**src/rtl/imc_adc_accumulator_if.sv**
```systemverilog
// Bus between the IMC ADC accumulator and its controller/back end.
// The controller side drives control and ADC data; the accumulator side returns results and status.
interface imc_adc_accumulator_if #(
    parameter int unsigned NCOL  = 16,
    parameter int unsigned ADC_W = 4,
    parameter int unsigned ACC_W = 9
);
    logic                    start;
    logic                    adc_valid;
    logic [NCOL*ADC_W-1:0]   adc_in;
    logic                    out_valid;
    logic                    out_ready;
    logic [NCOL*ACC_W-1:0]   out_data;
    logic                    busy;
    logic                    overrun;

    modport master (
        output start, adc_valid, adc_in, out_ready,
        input  out_valid, out_data, busy, overrun
    );

    modport slave (
        input  start, adc_valid, adc_in, out_ready,
        output out_valid, out_data, busy, overrun
    );
endinterface

```
**src/rtl/imc_adc_accumulator.sv**
```systemverilog
// Bit-serial shift-accumulate stage behind the IMC macro: folds per-plane column ADC codes
// MSB-first into signed per-column dot products and offers them on a valid/ready handshake.
module imc_adc_accumulator #(
    parameter int unsigned NCOL      = 16,
    parameter int unsigned ADC_W     = 4,
    parameter int unsigned IN_BITS   = 4,
    parameter int unsigned SIGNED_IN = 1,
    parameter int unsigned ACC_W     = ADC_W + IN_BITS + 1
) (
    input  logic                 clk,
    input  logic                 rst_n,
    imc_adc_accumulator_if.slave bus
);
    localparam int unsigned CNT_W = (IN_BITS > 1) ? $clog2(IN_BITS) : 1;
    localparam logic [CNT_W-1:0] CNT_FIRST = CNT_W'(IN_BITS - 1);

    typedef enum logic [1:0] {IDLE, ACCUM, HOLD} state_e;

    state_e           state_q, state_d;
    logic [CNT_W-1:0] cnt_q, cnt_d;
    logic [ACC_W-1:0] acc_q [NCOL];
    logic [ACC_W-1:0] acc_d [NCOL];
    logic [ACC_W-1:0] code_ext [NCOL];
    logic             overrun_q, overrun_d;
    logic             out_valid_q, busy_q;
    logic             take_start;

    // Zero-extended column codes for the current plane
    always_comb begin
        for (int c = 0; c < int'(NCOL); c++) begin
            code_ext[c] = ACC_W'(bus.adc_in[c*ADC_W +: ADC_W]);
        end
    end

    // Next-state, accumulate and overrun logic
    always_comb begin
        state_d   = state_q;
        cnt_d     = cnt_q;
        overrun_d = overrun_q;
        acc_d     = acc_q;
        take_start = bus.start &&
                     ((state_q == IDLE) || ((state_q == HOLD) && bus.out_ready));

        if (bus.adc_valid && (state_q != ACCUM)) begin
            overrun_d = 1'b1;
        end

        case (state_q)
            IDLE: ;
            ACCUM: begin
                if (bus.adc_valid) begin
                    for (int c = 0; c < int'(NCOL); c++) begin
                        if (cnt_q == CNT_FIRST) begin
                            acc_d[c] = (SIGNED_IN != 0) ? (-code_ext[c]) : code_ext[c];
                        end else begin
                            acc_d[c] = (acc_q[c] << 1) + code_ext[c];
                        end
                    end
                    if (cnt_q == '0) begin
                        state_d = HOLD;
                    end else begin
                        cnt_d = cnt_q - 1'b1;
                    end
                end
            end
            HOLD: begin
                if (bus.out_ready) begin
                    state_d = IDLE;
                end
            end
            default: state_d = IDLE;
        endcase

        // An accepted START wins over everything above, including a same-cycle overrun
        if (take_start) begin
            state_d   = ACCUM;
            cnt_d     = CNT_FIRST;
            overrun_d = 1'b0;
            for (int c = 0; c < int'(NCOL); c++) begin
                acc_d[c] = '0;
            end
        end
    end

    always_ff @(posedge clk or negedge rst_n) begin
        if (!rst_n) begin
            state_q     <= IDLE;
            cnt_q       <= CNT_FIRST;
            overrun_q   <= 1'b0;
            out_valid_q <= 1'b0;
            busy_q      <= 1'b0;
            for (int c = 0; c < int'(NCOL); c++) begin
                acc_q[c] <= '0;
            end
        end else begin
            state_q     <= state_d;
            cnt_q       <= cnt_d;
            overrun_q   <= overrun_d;
            out_valid_q <= (state_d == HOLD);
            busy_q      <= (state_d != IDLE);
            for (int c = 0; c < int'(NCOL); c++) begin
                acc_q[c] <= acc_d[c];
            end
        end
    end

    assign bus.out_valid = out_valid_q;
    assign bus.busy      = busy_q;
    assign bus.overrun   = overrun_q;

    // Accumulators are not touched in HOLD, so they double as the stable result register
    for (genvar g = 0; g < int'(NCOL); g++) begin : g_out
        assign bus.out_data[g*ACC_W +: ACC_W] = acc_q[g];
    end
endmodule

```
**src/flat_wrapper.sv**
```systemverilog
// flat-port wrapper written by rule: the top's interface ports become plain ports
module imc_adc_accumulator_flat 
#(
    parameter int unsigned NCOL      = 16,
    parameter int unsigned ADC_W     = 4,
    parameter int unsigned IN_BITS   = 4,
    parameter int unsigned SIGNED_IN = 1,
    parameter int unsigned ACC_W     = ADC_W + IN_BITS + 1
)
  (clk, rst_n, bus_start, bus_adc_valid, bus_adc_in, bus_out_ready, bus_out_valid, bus_out_data, bus_busy, bus_overrun);
  imc_adc_accumulator_if #(.NCOL(NCOL), .ADC_W(ADC_W), .ACC_W(ACC_W)) bus_i ();
  input  logic clk;
  input  logic rst_n;
  input wire logic [$bits(bus_i.start)-1:0] bus_start;
  input wire logic [$bits(bus_i.adc_valid)-1:0] bus_adc_valid;
  input wire logic [$bits(bus_i.adc_in)-1:0] bus_adc_in;
  input wire logic [$bits(bus_i.out_ready)-1:0] bus_out_ready;
  output wire logic [$bits(bus_i.out_valid)-1:0] bus_out_valid;
  output wire logic [$bits(bus_i.out_data)-1:0] bus_out_data;
  output wire logic [$bits(bus_i.busy)-1:0] bus_busy;
  output wire logic [$bits(bus_i.overrun)-1:0] bus_overrun;
  assign bus_i.start = bus_start;
  assign bus_i.adc_valid = bus_adc_valid;
  assign bus_i.adc_in = bus_adc_in;
  assign bus_i.out_ready = bus_out_ready;
  assign bus_out_valid = bus_i.out_valid;
  assign bus_out_data = bus_i.out_data;
  assign bus_busy = bus_i.busy;
  assign bus_overrun = bus_i.overrun;
  imc_adc_accumulator #(.NCOL(NCOL), .ADC_W(ADC_W), .IN_BITS(IN_BITS), .SIGNED_IN(SIGNED_IN), .ACC_W(ACC_W)) u_core (.clk(clk), .rst_n(rst_n), .bus(bus_i));
endmodule
```
**config.mk**
```make
export PLATFORM = sky130hd
export DESIGN_NAME = imc_adc_accumulator_flat
export DESIGN_NICKNAME = d
export VERILOG_FILES = /design/src/rtl/imc_adc_accumulator_if.sv /design/src/rtl/imc_adc_accumulator.sv /design/src/flat_wrapper.sv
export SDC_FILE = /design/constraint.sdc
export NUM_CORES = 1
export LEC_CHECK = 0
export CELL_PAD_IN_SITES_DETAIL_PLACEMENT = 1
export CELL_PAD_IN_SITES_GLOBAL_PLACEMENT = 1
export CORE_ASPECT_RATIO = 0.8
export CORE_MARGIN = 4
export CORE_UTILIZATION = 41
export CTS_BUF_LIST = sky130_fd_sc_hd__clkbuf_4 sky130_fd_sc_hd__clkbuf_8
export DETAILED_ROUTE_END_ITERATION = 8
export GPL_TIMING_DRIVEN = 0
export PLACE_DENSITY = 0.95
export SYNTH_ARGS = -nofsm -noshare
export SYNTH_HDL_FRONTEND = slang
export SYNTH_SLANG_ARGS = --single-unit
```
**constraint.sdc**
```tcl
create_clock -name clk -period 2.6 [get_ports clk]
set_clock_uncertainty 0.2 [all_clocks]
set_input_delay 0.52 -clock clk [delete_from_list [all_inputs] [get_ports clk]]
set_output_delay 0.52 -clock clk [all_outputs]
set_load 0.05 [all_outputs]
```
==> impl_metrics.tcl <==
set metrics [dict create \
    status "finished clean" \
    cp-start-kind "register" \
    postRouteAntennaNets 0 \
    r2r-start "u_core.cnt_q[0]" \
    p_int_w 0.00917 \
    timing.fmax_ghz 0.390 \
    grt_antenna_before_repair 0 \
    num_vias 10600 \
    vdd_drop_max_mv 0.799 \
    grtUsageMet2_pct 49.8 \
    reg2reg_to "u_core.bus.out_data[110]" \
    route.detailed.drc 0 \
    maxSlewViolCount 0 \
    syn_nets 1292 \
    clockRootBuffer "clkbuf_8" \
    port_buffers 215 \
    dieArea_um2 28000 \
    yosys_register_bits 151 \
    grt_util_met1_pct 39.5 \
    comb_power_share_pct 65.3 \
    finalPower_w 0.0206 \
    vias_per_cell 6.26 \
    asyncSetResetFlopFracSynth_pct 100 \
    track_usage_pct 30.4 \
    numCtsBuffers 17 \
    fin_crit_ps 2570 \
    coreArea_um2 24600 \
    crit_slowest_cell "clkdlybuf4s50_1" \
    power_frac_clock_pct 10.8 \
    top_usage_layer "met2" \
    yosysSeqAreaShare_pct 36.4 \
    crit_family "buffers and inverters" \
    clock_latency_ps 480 \
    drv_cap 0 \
    ys.flop_type "dfrtp_1" \
    synthesis.area_um2 10400 \
    layout-drive-gt1-share_pct 7.28 \
    relSlewSlack_pct 31.6 \
    grt_pass1_vias 11500 \
    clk_pin_slew_ps 100 \
    initial_core_util_pct 42.2 \
    final_area_um2 13500 \
    cts_setup_buffers 0 \
    syn2layout_area_growth_pct 30.1 \
    ff2ff_setup_slack_ps 50 \
    place_congestion 0.922 \
    worst_slew_pin_slew_ps 1030 \
    grt_pass1_wl_mm 65.4 \
    post-route-period-util_pct 98.7 \
    power_frac_seq_pct 23.9 \
    grt_overflow 0 \
    rsz0062_at_grt "yes" \
    worstSetupPathType "reg2out" \
    synth_cell_types 51 \
    powerDensity_nw_per_um2 1530 \
    fp.dieH_um 150 \
    hold_viol 0 \
    cts_tree "built" \
    crit_path_start "u_core.bus.out_data[13]" \
    cts_num_sinks 151 \
    critical_path.max_fanout 6 \
    syn_avg_cell_area_um2 9.23 \
    fill_cells 2805 \
    grt_max_degree 112 \
    ys_warn_count 0 \
    hpwlAfterDp_mm 30.7 \
    placed_area_um2 13000 \
    wl_per_cell_um 25.2 \
    synth_edf_count 0 \
    cts_max_path_buffers 2 \
    p_switching_w 0.0115 \
    hp-class "in2async" \
    setup_viol 0 \
    p_leak_nw 5.75 \
    htreeDepth 4 \
    dr.pass1.iters 7 \
    diodes 0 \
    worstPathCellList "clkdlybuf4s50_1" \
    end_kind "output pin" \
    syn_inst 1125 \
    die_w_um 186 \
    drt_iter0_drc 796 \
    floorplan.io_pins 216 \
    worstRegToRegCells 6 \
    routed_wl_mm 42.6 \
    slowest_delay_ps 870 \
    num-nets-final 1528 \
    num_rows 51 \
    grt_use_met3_pct 6.40 \
    fin_util_pct 54.8 \
    cp.arrival_ps 1850 \
    required_ps 1880 \
    switching_share_pct 55.6 \
    crit_buf_inv 1 \
]
[what timing repair did]
item / 4_1_cts / 5_1_grt
resized for setup: 13 / 15
setup endpoints to repair: 99 / 48
endpoints found under the hold margin: 40 / 0
hold buffers: 1 / 0
[per-layer routing]
metal	wire [µm]	part of all wire, %
met2	20100	47
met5	0	0
met1	17800	42
met3	3280	7.7
met4	1440	3.4
[how the worst max path moves through the flow]
stage	end	slack [ps]	cells after the start
floorplan	u_core.bus.out_data[32]	190	6
global placement	u_core.bus.out_data[99]	-5710	1
detailed placement	u_core.bus.out_data[72]	-700	6
CTS	u_core.bus.out_data[60]	9	7
global route	u_core.bus.out_data[65]	-20	6
finish	bus_out_data[13]	30	1
[per-stage QoR]
step / cells / worst slack [ps] / hold slack, ps / setup TNS [ps]
finish: 1692 / 34.7 / 309 / 0
detailed placement: 1659 / -701 / 232 / -42760
global placement: 1658 / -5710 / 306 / -889440
CTS: 1692 / 8.87 / 319 / 0
floorplan: 1125 / 188 / 24.4 / 0
global route: 1692 / -19.2 / 332 / -121
[registers in the layout (all words and copies together) (netlist names)]
| register | flops |
|---|---|
| u_core.bus.busy | 1 |
| u_core.bus.out_data | 144 |
| u_core.bus.out_valid | 1 |
| u_core.bus.overrun | 1 |
| u_core.cnt_q | 2 |
| u_core.state_q | 2 |
[placed cells by master, fill, tap and decap left out, drive strengths merged, types with 3 or more instances in the layout]
| master | count |
|---|---|
| buf | 29 |
| and2 | 15 |
| clkbuf | 41 |
| dfrtp | 149 |
| dlygate4sd1 | 4 |
| nand3 | 48 |
| o221ai | 16 |
| clkinvlp | 3 |
| nor2 | 49 |
| o21ai | 80 |
| nor3b | 3 |
| nand2 | 133 |
| mux2i | 34 |
| or4b | 15 |
| bufinv | 5 |
| a2111oi | 15 |
| clkdlybuf4s50 | 211 |
| dlymetal6s2s | 3 |
| ha | 82 |
| xnor2 | 48 |
| or3b | 15 |
| a21oi | 65 |
| nor3 | 47 |
| or3 | 17 |
| clkinv | 7 |
| nand4 | 17 |
| inv | 92 |
| a22oi | 16 |
| fa | 16 |
| nand2b | 3 |
| a32o | 47 |
| a41oi | 15 |
| o211ai | 15 |
[synthesized netlist by cell type (all sizes together) (17+ instances only)]
cell type | instances | share of area, %
xnor2 | 48 | 4.0
buf | 32 | 1.7
nand4 | 17 | 1.0
ha | 82 | 9.9
or3 | 17 | 1.0
nand2 | 133 | 4.8
dfrtp | 149 | 36
nor2 | 49 | 1.8
inv | 92 | 3.3
o21ai | 80 | 3.9
nand3 | 48 | 2.3
nor3 | 47 | 2.3
a21oi | 65 | 3.1
mux2i | 34 | 3.3
a32o | 47 | 4.5
[logic make-up (layout without fill, tap and decap cells)]
kind of cell,Yosys count,count (layout),share of synthesized area [%]
buffers and inverters,147,396,6.06
AO/OA/AOI/OAI,276,276,19.3
AND/OR/NAND/NOR,370,370,17.9
adder cells (fa/ha/maj),98,98,13.0
XOR/XNOR,49,49,4.13
multiplexers,34,34,3.28
flip-flops,151,151,36.4
[power by group through the flow]
stage / sequential (W) / clock (W) / combinational, W
detailed placement: 0.00490 / 0 / 0.0132
floorplan: 0.00793 / 0 / 0.00507
global placement: 0.00481 / 0 / 0.0126
finish: 0.00493 / 0.00223 / 0.0135
global route: 0.00506 / 0.00234 / 0.0142
CTS: 0.00488 / 0.00223 / 0.0133
[cell type report]
class	instances	area, µm²	share of cell area, %
buffer	51	309	2.29
clock buffer	21	283	2.09
clock inverter	11	195	1.44
inverter	96	360	2.67
multi-input combinational	827	5980	44.3
sequential	151	3780	28.0
tap	318	398	2.95
timing repair buffer	217	2200	16.3
(Power assumes the default switching activity.)
